==> src/rtl/uart_rx_ctrl_if.sv <==
// ----------------------------------------------------------------------------
// uart_rx_ctrl_if
//   Bundle of the receive-side UART signals. It carries the serial line in,
//   the per-bit strobe out to the SIPO, and the word handshake towards the
//   host-side consumer.
//
//   Signals:
//     rx         serial line into the controller (idles high)
//     shift_en   one-cycle strobe per received data bit
//     shift_bit  sampled data bit, valid while shift_en = 1
//     rx_data    received word, bit 0 = first data bit on the line
//     rx_valid   rx_data holds an unconsumed word
//     rx_ready   consumer accepts the word
//     frame_err  one-cycle pulse: stop bit sampled low
//     overrun    one-cycle pulse: good frame dropped, previous word unread
//     busy       receiver is in the middle of a frame
//
//   Modports:
//     master  receiver side (drives strobes, word and flags)
//     slave   pin / SIPO / consumer side
// ----------------------------------------------------------------------------
interface uart_rx_ctrl_if #(
  parameter int DATA_BITS = 8
);

  logic                 rx;
  logic                 shift_en;
  logic                 shift_bit;
  logic [DATA_BITS-1:0] rx_data;
  logic                 rx_valid;
  logic                 rx_ready;
  logic                 frame_err;
  logic                 overrun;
  logic                 busy;

  modport master (
    input  rx,
    input  rx_ready,
    output shift_en,
    output shift_bit,
    output rx_data,
    output rx_valid,
    output frame_err,
    output overrun,
    output busy
  );

  modport slave (
    output rx,
    output rx_ready,
    input  shift_en,
    input  shift_bit,
    input  rx_data,
    input  rx_valid,
    input  frame_err,
    input  overrun,
    input  busy
  );

endinterface

==> src/rtl/uart_rx_ctrl.sv <==
// ----------------------------------------------------------------------------
// uart_rx_ctrl
//   Receive-side UART controller. Synchronises the raw rx line, qualifies
//   the start bit at mid-bit, samples each data bit at its centre, strobes
//   every data bit out to the SIPO, assembles the word in a shadow register,
//   checks the stop bit and hands the finished word to the consumer through
//   a valid/ready handshake with frame-error and overrun pulses.
//
//   Parameters:
//     CLKS_PER_BIT  clock cycles per serial bit (>= 4)
//     DATA_BITS     data bits per frame, LSB first (5..9)
//
//   Ports:
//     clk    system clock, all state moves on the rising edge
//     rst_n  asynchronous active-low reset
//     bus    uart_rx_ctrl_if.master (rx, rx_ready in; strobes, word, flags out)
//
//   All outputs are registered.
// ----------------------------------------------------------------------------
module uart_rx_ctrl #(
  parameter int CLKS_PER_BIT = 434,
  parameter int DATA_BITS    = 8
) (
  input  logic          clk,
  input  logic          rst_n,
  uart_rx_ctrl_if.master bus
);

  localparam int HALF = CLKS_PER_BIT / 2;
  localparam int CW   = $clog2(CLKS_PER_BIT);
  localparam int BW   = $clog2(DATA_BITS);

  localparam logic [CW-1:0] CNT_ZERO      = {CW{1'b0}};
  localparam logic [CW-1:0] CNT_ONE       = CW'(1);
  localparam logic [CW-1:0] CNT_HALF_LAST = CW'(HALF - 1);
  localparam logic [CW-1:0] CNT_BIT_LAST  = CW'(CLKS_PER_BIT - 1);
  localparam logic [BW-1:0] IDX_ZERO      = {BW{1'b0}};
  localparam logic [BW-1:0] IDX_ONE       = BW'(1);
  localparam logic [BW-1:0] IDX_LAST      = BW'(DATA_BITS - 1);
  localparam logic [DATA_BITS-1:0] WORD_ZERO = {DATA_BITS{1'b0}};

  typedef enum logic [2:0] {
    S_IDLE  = 3'd0,
    S_START = 3'd1,
    S_DATA  = 3'd2,
    S_STOP  = 3'd3,
    S_BREAK = 3'd4
  } state_t;

  // Synchroniser stages; both idle high so reset never looks like a start bit.
  logic rx_meta_r;
  logic rx_s;

  state_t               state_r,     state_n;
  logic [CW-1:0]        cnt_r,       cnt_n;
  logic [BW-1:0]        idx_r,       idx_n;
  logic [DATA_BITS-1:0] shadow_r,    shadow_n;
  logic                 shift_en_r,  shift_en_n;
  logic                 shift_bit_r, shift_bit_n;
  logic [DATA_BITS-1:0] rx_data_r,   rx_data_n;
  logic                 rx_valid_r,  rx_valid_n;
  logic                 frame_err_r, frame_err_n;
  logic                 overrun_r,   overrun_n;
  logic                 busy_r,      busy_n;
  logic                 stop_good_s;
  logic                 load_s;

  // Two-flop synchroniser on the asynchronous rx pin.
  always_ff @(posedge clk or negedge rst_n) begin
    if (!rst_n) begin
      rx_meta_r <= 1'b1;
      rx_s      <= 1'b1;
    end else begin
      rx_meta_r <= bus.rx;
      rx_s      <= rx_meta_r;
    end
  end

  // FSM state register.
  always_ff @(posedge clk or negedge rst_n) begin
    if (!rst_n) begin
      state_r <= S_IDLE;
    end else begin
      state_r <= state_n;
    end
  end

  // Next-state, bit timing, shadow assembly and word delivery.
  always_comb begin
    state_n     = state_r;
    cnt_n       = cnt_r + CNT_ONE;
    idx_n       = idx_r;
    shadow_n    = shadow_r;
    shift_en_n  = 1'b0;
    shift_bit_n = 1'b0;
    frame_err_n = 1'b0;
    stop_good_s = 1'b0;

    case (state_r)
      S_IDLE: begin
        cnt_n = CNT_ZERO;
        idx_n = IDX_ZERO;
        if (!rx_s) begin
          state_n = S_START;
        end else begin
          state_n = S_IDLE;
        end
      end

      S_START: begin
        // Half a bit in: a line already back high was only a glitch.
        if (cnt_r == CNT_HALF_LAST) begin
          cnt_n = CNT_ZERO;
          if (rx_s) begin
            state_n = S_IDLE;
          end else begin
            state_n = S_DATA;
          end
        end else begin
          state_n = S_START;
        end
      end

      S_DATA: begin
        if (cnt_r == CNT_BIT_LAST) begin
          cnt_n           = CNT_ZERO;
          shift_en_n      = 1'b1;
          shift_bit_n     = rx_s;
          shadow_n[idx_r] = rx_s;
          if (idx_r == IDX_LAST) begin
            idx_n   = IDX_ZERO;
            state_n = S_STOP;
          end else begin
            idx_n   = idx_r + IDX_ONE;
            state_n = S_DATA;
          end
        end else begin
          state_n = S_DATA;
        end
      end

      S_STOP: begin
        // Leaving at mid-stop lets a directly following start bit be caught.
        if (cnt_r == CNT_BIT_LAST) begin
          cnt_n = CNT_ZERO;
          if (rx_s) begin
            stop_good_s = 1'b1;
            state_n     = S_IDLE;
          end else begin
            frame_err_n = 1'b1;
            shadow_n    = WORD_ZERO;
            state_n     = S_BREAK;
          end
        end else begin
          state_n = S_STOP;
        end
      end

      S_BREAK: begin
        // A line held low must return high before a new start is accepted.
        cnt_n = CNT_ZERO;
        if (rx_s) begin
          state_n = S_IDLE;
        end else begin
          state_n = S_BREAK;
        end
      end

      default: begin
        cnt_n   = CNT_ZERO;
        idx_n   = IDX_ZERO;
        state_n = S_IDLE;
      end
    endcase

    // A good frame loads when the slot is free or is being emptied this edge.
    load_s    = stop_good_s && (!rx_valid_r || bus.rx_ready);
    overrun_n = stop_good_s && rx_valid_r && !bus.rx_ready;

    if (load_s) begin
      rx_valid_n = 1'b1;
      rx_data_n  = shadow_r;
    end else if (rx_valid_r && bus.rx_ready) begin
      rx_valid_n = 1'b0;
      rx_data_n  = rx_data_r;
    end else begin
      rx_valid_n = rx_valid_r;
      rx_data_n  = rx_data_r;
    end

    busy_n = (state_n != S_IDLE);
  end

  // Datapath and output registers.
  always_ff @(posedge clk or negedge rst_n) begin
    if (!rst_n) begin
      cnt_r       <= CNT_ZERO;
      idx_r       <= IDX_ZERO;
      shadow_r    <= WORD_ZERO;
      shift_en_r  <= 1'b0;
      shift_bit_r <= 1'b0;
      rx_data_r   <= WORD_ZERO;
      rx_valid_r  <= 1'b0;
      frame_err_r <= 1'b0;
      overrun_r   <= 1'b0;
      busy_r      <= 1'b0;
    end else begin
      cnt_r       <= cnt_n;
      idx_r       <= idx_n;
      shadow_r    <= shadow_n;
      shift_en_r  <= shift_en_n;
      shift_bit_r <= shift_bit_n;
      rx_data_r   <= rx_data_n;
      rx_valid_r  <= rx_valid_n;
      frame_err_r <= frame_err_n;
      overrun_r   <= overrun_n;
      busy_r      <= busy_n;
    end
  end

  assign bus.shift_en  = shift_en_r;
  assign bus.shift_bit = shift_bit_r;
  assign bus.rx_data   = rx_data_r;
  assign bus.rx_valid  = rx_valid_r;
  assign bus.frame_err = frame_err_r;
  assign bus.overrun   = overrun_r;
  assign bus.busy      = busy_r;

endmodule

==> src/flat_wrapper.sv <==
// flat-port wrapper written by rule: the top's interface ports become plain ports
module uart_rx_ctrl_flat 
#(
  parameter int CLKS_PER_BIT = 434,
  parameter int DATA_BITS    = 8
)
  (clk, rst_n, bus_rx, bus_rx_ready, bus_shift_en, bus_shift_bit, bus_rx_data, bus_rx_valid, bus_frame_err, bus_overrun, bus_busy);
  uart_rx_ctrl_if #(.DATA_BITS(DATA_BITS)) bus_i ();
  input  logic clk;
  input  logic rst_n;
  input wire logic [$bits(bus_i.rx)-1:0] bus_rx;
  input wire logic [$bits(bus_i.rx_ready)-1:0] bus_rx_ready;
  output wire logic [$bits(bus_i.shift_en)-1:0] bus_shift_en;
  output wire logic [$bits(bus_i.shift_bit)-1:0] bus_shift_bit;
  output wire logic [$bits(bus_i.rx_data)-1:0] bus_rx_data;
  output wire logic [$bits(bus_i.rx_valid)-1:0] bus_rx_valid;
  output wire logic [$bits(bus_i.frame_err)-1:0] bus_frame_err;
  output wire logic [$bits(bus_i.overrun)-1:0] bus_overrun;
  output wire logic [$bits(bus_i.busy)-1:0] bus_busy;
  assign bus_i.rx = bus_rx;
  assign bus_i.rx_ready = bus_rx_ready;
  assign bus_shift_en = bus_i.shift_en;
  assign bus_shift_bit = bus_i.shift_bit;
  assign bus_rx_data = bus_i.rx_data;
  assign bus_rx_valid = bus_i.rx_valid;
  assign bus_frame_err = bus_i.frame_err;
  assign bus_overrun = bus_i.overrun;
  assign bus_busy = bus_i.busy;
  uart_rx_ctrl #(.CLKS_PER_BIT(CLKS_PER_BIT), .DATA_BITS(DATA_BITS)) u_core (.clk(clk), .rst_n(rst_n), .bus(bus_i));
endmodule
==> config.mk <==
export PLATFORM = sky130hd
export DESIGN_NAME = uart_rx_ctrl_flat
export DESIGN_NICKNAME = d
export VERILOG_FILES = /design/src/rtl/uart_rx_ctrl_if.sv /design/src/rtl/uart_rx_ctrl.sv /design/src/flat_wrapper.sv
export SDC_FILE = /design/constraint.sdc
export NUM_CORES = 1
export LEC_CHECK = 0
export CAP_MARGIN = 40
export CORE_ASPECT_RATIO = 1.1
export CORE_UTILIZATION = 55
export CTS_CLUSTER_DIAMETER = 80
export DETAILED_ROUTE_END_ITERATION = 10
export GPL_TIMING_DRIVEN = 0
export PLACE_DENSITY = 0.77
export SLEW_MARGIN = 20
export SYNTH_ARGS = -nofsm -noshare
export SYNTH_HDL_FRONTEND = slang
export SYNTH_SLANG_ARGS = --single-unit
==> constraint.sdc <==
create_clock -name clk -period 3 [get_ports clk]
set_input_delay 0.3 -clock clk [delete_from_list [all_inputs] [get_ports clk]]
set_output_delay 0.3 -clock clk [all_outputs]
set_load 0.05 [all_outputs]
# Word-level counts from Yosys, hierarchy flattened
# Index checks and enable logic that the tools add are counted.
[op_classes]
n_lt_le_gt_ge = 2
shifts = 0
n_eq_ne = 10
n_addsub = 2
bitwise_logic = 1
n_div = 0
reduce_logical = 16
mux = 33
mul = 0
[op_table]
columns = ["op", "count"]
rows = [
  ["8-bit 2-to-1 mux", 3],
  ["9-bit 2-to-1 mux", 2],
  ["9-bit case mux with 2 select lines", 1],
  ["1-bit 2-to-1 mux", 16],
  ["8-bit case mux with 2 select lines", 1],
  ["3-bit case mux with 5 select lines", 1],
  ["3-bit 2-to-1 mux", 4],
  ["9-bit by 1-bit adder with 9-bit output, second input constant", 1],
  ["9-bit by 8-bit == test with 1-bit output, second input constant", 1],
  ["9-bit == test, second input constant", 1],
  ["8-bit bitwise mux", 1],
  ["3-bit by 2-bit == test with 1-bit output, second input constant", 2],
  ["3-bit == test, second input constant", 2],
  ["3-bit case mux with 2 select lines", 1],
  ["1-bit logical AND", 5],
  ["3-bit by 4-bit less-than comparator with 1-bit output, second input constant", 1],
  ["2-bit 2-to-1 mux", 2],
  ["2-bit by 1-bit != test with 1-bit output, second input constant", 2],
  ["4-bit AND reduction", 1],
  ["2-bit nonzero test", 2],
  ["3-bit by 1-bit adder with 3-bit output, second input constant", 1],
  ["1-bit demux with 3-bit select", 1],
  ["3-bit by 1-bit == test with 1-bit output, second input constant", 1],
  ["3-bit by 1-bit greater-or-equal comparator with 1-bit output, second input constant", 1],
  ["9 further kinds", 10],
]
[word_totals]
ramBits = 0
latchBits = 0
romBits = 0
output_inout_bits = 14
wordCells = 77
register_bits = 39
n_memories = 0
in_bits = 4

# Logic depth before layout (Yosys ltp)
[depth]
word_depth = 7
depth_mapped = 7
ltp_nobuf = 6

# Worst setup path after synthesis
# Ideal clock, no wire load.
[synth_path]
path_type = "flip-flop to flip-flop"
startpoint = "register u_core.cnt_r[2]"
endpoint = "register u_core.rx_data_r[0], in the netlist u_core.bus.rx_data[0]"
path_buffers = 1
path_stages_with_launch = 6
t_required_ns = 2.875
path_slack_ns = 1.127
setup_ns = 0.125
synth_period_minus_slack_ns = 1.873
arrival_ns = 1.749
cell_sequence = "dfrtp_1 buf_6 and4bb_1 nand4_2 nor4b_4 mux2_2"
[synth_via]
elab_chain_len = 4
[synth_lines]
columns = ["item", "line", "rtl"]
rows = [
  ["start: declaration", "uart_rx_ctrl.sv:55", "logic [CW-1:0] cnt_r, cnt_n;"],
  ["start signal: assignment", "uart_rx_ctrl.sv:208", "cnt_r <= cnt_n;"],
  ["9-bit == test", "uart_rx_ctrl.sv:144", "if (cnt_r == CNT_BIT_LAST) begin"],
  ["1-bit 2-to-1 mux", "uart_rx_ctrl.sv:144", ""],
  ["1-bit 2-to-1 mux", "uart_rx_ctrl.sv:99", "case (state_r)"],
  ["1-bit logical AND", "uart_rx_ctrl.sv:177", "load_s = stop_good_s && (!rx_valid_r || bus.rx_ready);"],
  ["end signal: assignment", "uart_rx_ctrl.sv:213", "rx_data_r <= rx_data_n;"],
  ["end: declaration", "uart_rx_ctrl.sv:60", "logic [DATA_BITS-1:0] rx_data_r, rx_data_n;"],
]
# Every way passes these cells.
# A chain may end at the register's enable or synchronous reset.

# Worst setup path in the final report
[layout_path]
startpoint = "register u_core.cnt_r[0]"
endpoint = "register u_core.cnt_r[4]"
[layout_via]
elab_chain_len = 3
word_cells_on_any_way = 6
cone_classes = "1 x add/sub; 2 x eq/ne; 3 x mux"
[layout_lines]
columns = ["item", "line", "rtl"]
rows = [
  ["9-bit by 1-bit adder with 9-bit output (tied with other cells)", "uart_rx_ctrl.sv:91", "cnt_n = cnt_r + CNT_ONE;"],
  ["9-bit 2-to-1 mux (on tied branches)", "uart_rx_ctrl.sv:125, uart_rx_ctrl.sv:144, uart_rx_ctrl.sv:112", ""],
  ["9-bit case mux with 2 select lines *", "uart_rx_ctrl.sv:99", ""],
  ["named net u_core.cnt_n[4]", "uart_rx_ctrl.sv:55", ""],
]
# Mark *: on every way through the listed nets, which the timed path passes. The rest lies on a longest branch.

==> results.toml <==
[run_status]
status = "finished, violations left"
violations = "DRC"

[critical_path]
path_class = "register to register"
cpLargestDelayFamily = "simple AND/OR/NAND/NOR gates"
critical_path_arrival_ns = 2.36
crit_required_ns = 3.21
cp-start-kind = "register"
cpPeakStageDelay_ns = 0.66
cp_max_fo = 9
worstPathCellList = "inv_1 > ha_1 > nor4bb_1 > nand4b_1 > a22oi_1 > nor2_1"
endpoint_kind = "register"
crit_buf_inv = 1
slowest_stage = "a22oi_1"

[logic_synthesis]
ys_top_cells_by_count = "dfrtp_1, nor2_1, o21ai_0"
yosys_warnings = 0
syn_inst = 173
synth.most_common_cell = "dfrtp_1"
yosysSeqAreaShare_pct = 52.5
async_flop_share_pct = 100
synth.avg_cell_area_um2 = 10.8
syn_nets = 182
synth_ff_type = "dfrtp_1"
synth-edff-count = 0
synth_area_um2 = 1860
yosys.cell_types.count = 40
yosysTopAreaCell = "dfrtp_1"
synth.top_cell.area_share_pct = 49.7
synthTopCellsByArea = "dfrtp_1, mux2_2, o21ai_0"
ys_ff_latch = 39

[power]
power_density_nw_per_um2 = 414
peakVddDrop_mv = 0.216
power.leakage_nw = 0.937

[routing]
drt_wl_total_mm = 3.68
drcViolationCount = 3
vias = 1421
wl_per_cell_um = 15.7
vias_per_cell = 6.07
drtPass1Iterations = 10
drtIter0Drc = 38
antenna_left = 0

[grt]
grt_usage_pct = 22.8
grt_antenna_before_repair = 0
grt_pass1_vias = 1398
grt_first_pass_wirelength_mm = 6.18
grt_max_degree = 24
overflow = 0

[min_path]
hp-class = "input pin to register"

[sta]
worstMarginPinSlew_ns = 0.761
post-route-min-period_ns = 2.15
setup_viol = 0
fmax_ghz = 0.465
drv_slew = 0
fin_skew_ns = 0.0161
holdWs_ns = 0.354
finalHoldViolCount = 0
slew_headroom_pct = 49.3
fin_crit_sh_pct = 71.6
timing.setup.tns_ns = 0
rsz0062_at_grt = "no"

[cts]
cts_buffer_depth = 2
path_clk_slew_ns = 0.12
htree_levels = 2
cts_root_buffer = "clkbuf_4"
cts_tree = "yes"
cts_inserted_buffers = 5
cts.sinks = 39
clk_latency_ns = 0.36
cts_setup_buffers = 0

[placed_design]
dpl.cell_count = 225
io_buffer_count = 17
dp_hpwl_mm = 2.58
place.gp.congestion = 0.910

[floorplan]
fp.coreArea_um2 = 3130
die_x_um = 57.5
die_h_um = 63.1
dieArea_um2 = 3630
io_pins = 18
start_util_pct = 59.6
num_rows = 21

[cells_and_area]
drive_above_1_share_pct = 13.5
nNetsFinal = 208
multi_input_area_um2 = 825
fin_cells = 234
syn_to_final_growth_pct = 17.5
antennaDiodeCount = 0
seq_area_um2 = 978
fill_cells = 247

[job]
drv_cap = 0
[layout make-up]
class                      count  share of cell area, %
buffer                         8                   1.77
clock buffer                   5                   1.71
inverter                       6                   1.03
tap                           34                   1.94
timing repair buffer          19                   9.25
clock inverter                 3                   2.00
sequential                    39                   44.7
multi-input combinational    120                   37.6
[layout by cell type (no fill, tap or decap), types with 2 or more instances in the layout]
| master | n |
|---|---|
| dfrtp_1 | 37 |
| nor2_1 | 19 |
| clkdlybuf4s50_1 | 16 |
| o21ai_0 | 15 |
| nor2b_1 | 8 |
| a31oi_1 | 8 |
| mux2_2 | 8 |
| inv_1 | 6 |
| clkbuf_1 | 6 |
| nand2_1 | 6 |
| nand3_1 | 5 |
| ha_1 | 5 |
| clkbuf_4 | 5 |
| nand4_1 | 4 |
| xor2_1 | 4 |
| xnor2_1 | 3 |
| a21oi_1 | 3 |
| a32oi_1 | 3 |
| o22ai_1 | 3 |
| buf_2 | 2 |
| and2_1 | 2 |
| a22oi_1 | 2 |
| nand2b_1 | 2 |
| a31o_2 | 2 |
| or3_1 | 2 |
| o31ai_1 | 2 |
| dfstp_2 | 2 |
[flip-flops by register name, summed over array words and instances (netlist names)]
register,cells
u_core.cnt_r,9
u_core.bus.rx_data,8
u_core.shadow_r,8
u_core.idx_r,3
u_core.state_r,3
u_core.bus.busy,1
u_core.bus.frame_err,1
u_core.bus.overrun,1
u_core.bus.rx_valid,1
u_core.bus.shift_bit,1
u_core.bus.shift_en,1
u_core.rx_meta_r,1
u_core.rx_s,1
[layer usage]
metal,vias to the layer above,track usage [%],routed length [um],share of wire (%)
li1,678,-,-,-
met2,41,39.7,1870,51
met1,689,26.5,1580,43
met3,13,5.75,137,3.7
met4,0,9.15,82,2.2
met5,-,0,0,0
[worst paths after layout]
path	startpoint	to	slack, ns	depth (start not counted)
max	u_core.cnt_r[0]	u_core.cnt_r[4]	0.85	6
min	bus_rx	u_core.rx_meta_r	0.35	1
max reg2reg	u_core.cnt_r[0]	u_core.cnt_r[4]	0.85	6
min reg2reg	u_core.rx_meta_r	u_core.rx_s	0.36	0
max in group asynchronous	rst_n	u_core.rx_meta_r	2.05	3
min in group asynchronous	rst_n	u_core.bus.rx_data[0]	0.40	2
[repair_timing]
| action | 4_1_cts | 5_1_grt |
|---|---|---|
| hold endpoints to repair | 16 | 0 |
| hold buffers | 1 | 0 |
| resized for setup | 0 | 0 |
[worst register-to-register path, cell delays in order, from the launching register on]
cell and delay (ns):
dfrtp_1 0.45, inv_1 0.08, ha_1 0.15, nor4bb_1 0.29
nand4b_1 0.23, a22oi_1 0.66, nor2_1 0.15
[power by group]
group	leakage (nW)	switching, W	total (W)	internal [W]
sequential	0.518	0.000000297	0.000528	0.000528
clock	0.0452	0.000181	0.000356	0.000175
combinational	0.374	0.0000132	0.0000220	0.00000885
[through the flow]
stage	instance area [um^2]	total power [W]	utilization, %	setup WS [ns]
2_1_floorplan	1860	0.000542	-	1.13
3_3_place_gp	2080	0.000556	66.4	0.800
3_5_place_dp	2100	0.000560	67.1	0.859
4_1_cts	2190	0.000911	70.1	0.837
5_1_grt	2190	0.000933	70.1	0.667
6_report	2190	0.000907	70.1	0.851
[logic make-up after synthesis]
kind of cell,count (synthesis),synth area share (%)
compound gates,42,14.2
simple gates,58,18.6
fa+ha+maj,5,3.36
buf+inv,14,3.29
xor+xnor,7,3.29
mux,8,4.83
flops,39,52.5
(Power assumes the default switching activity.)
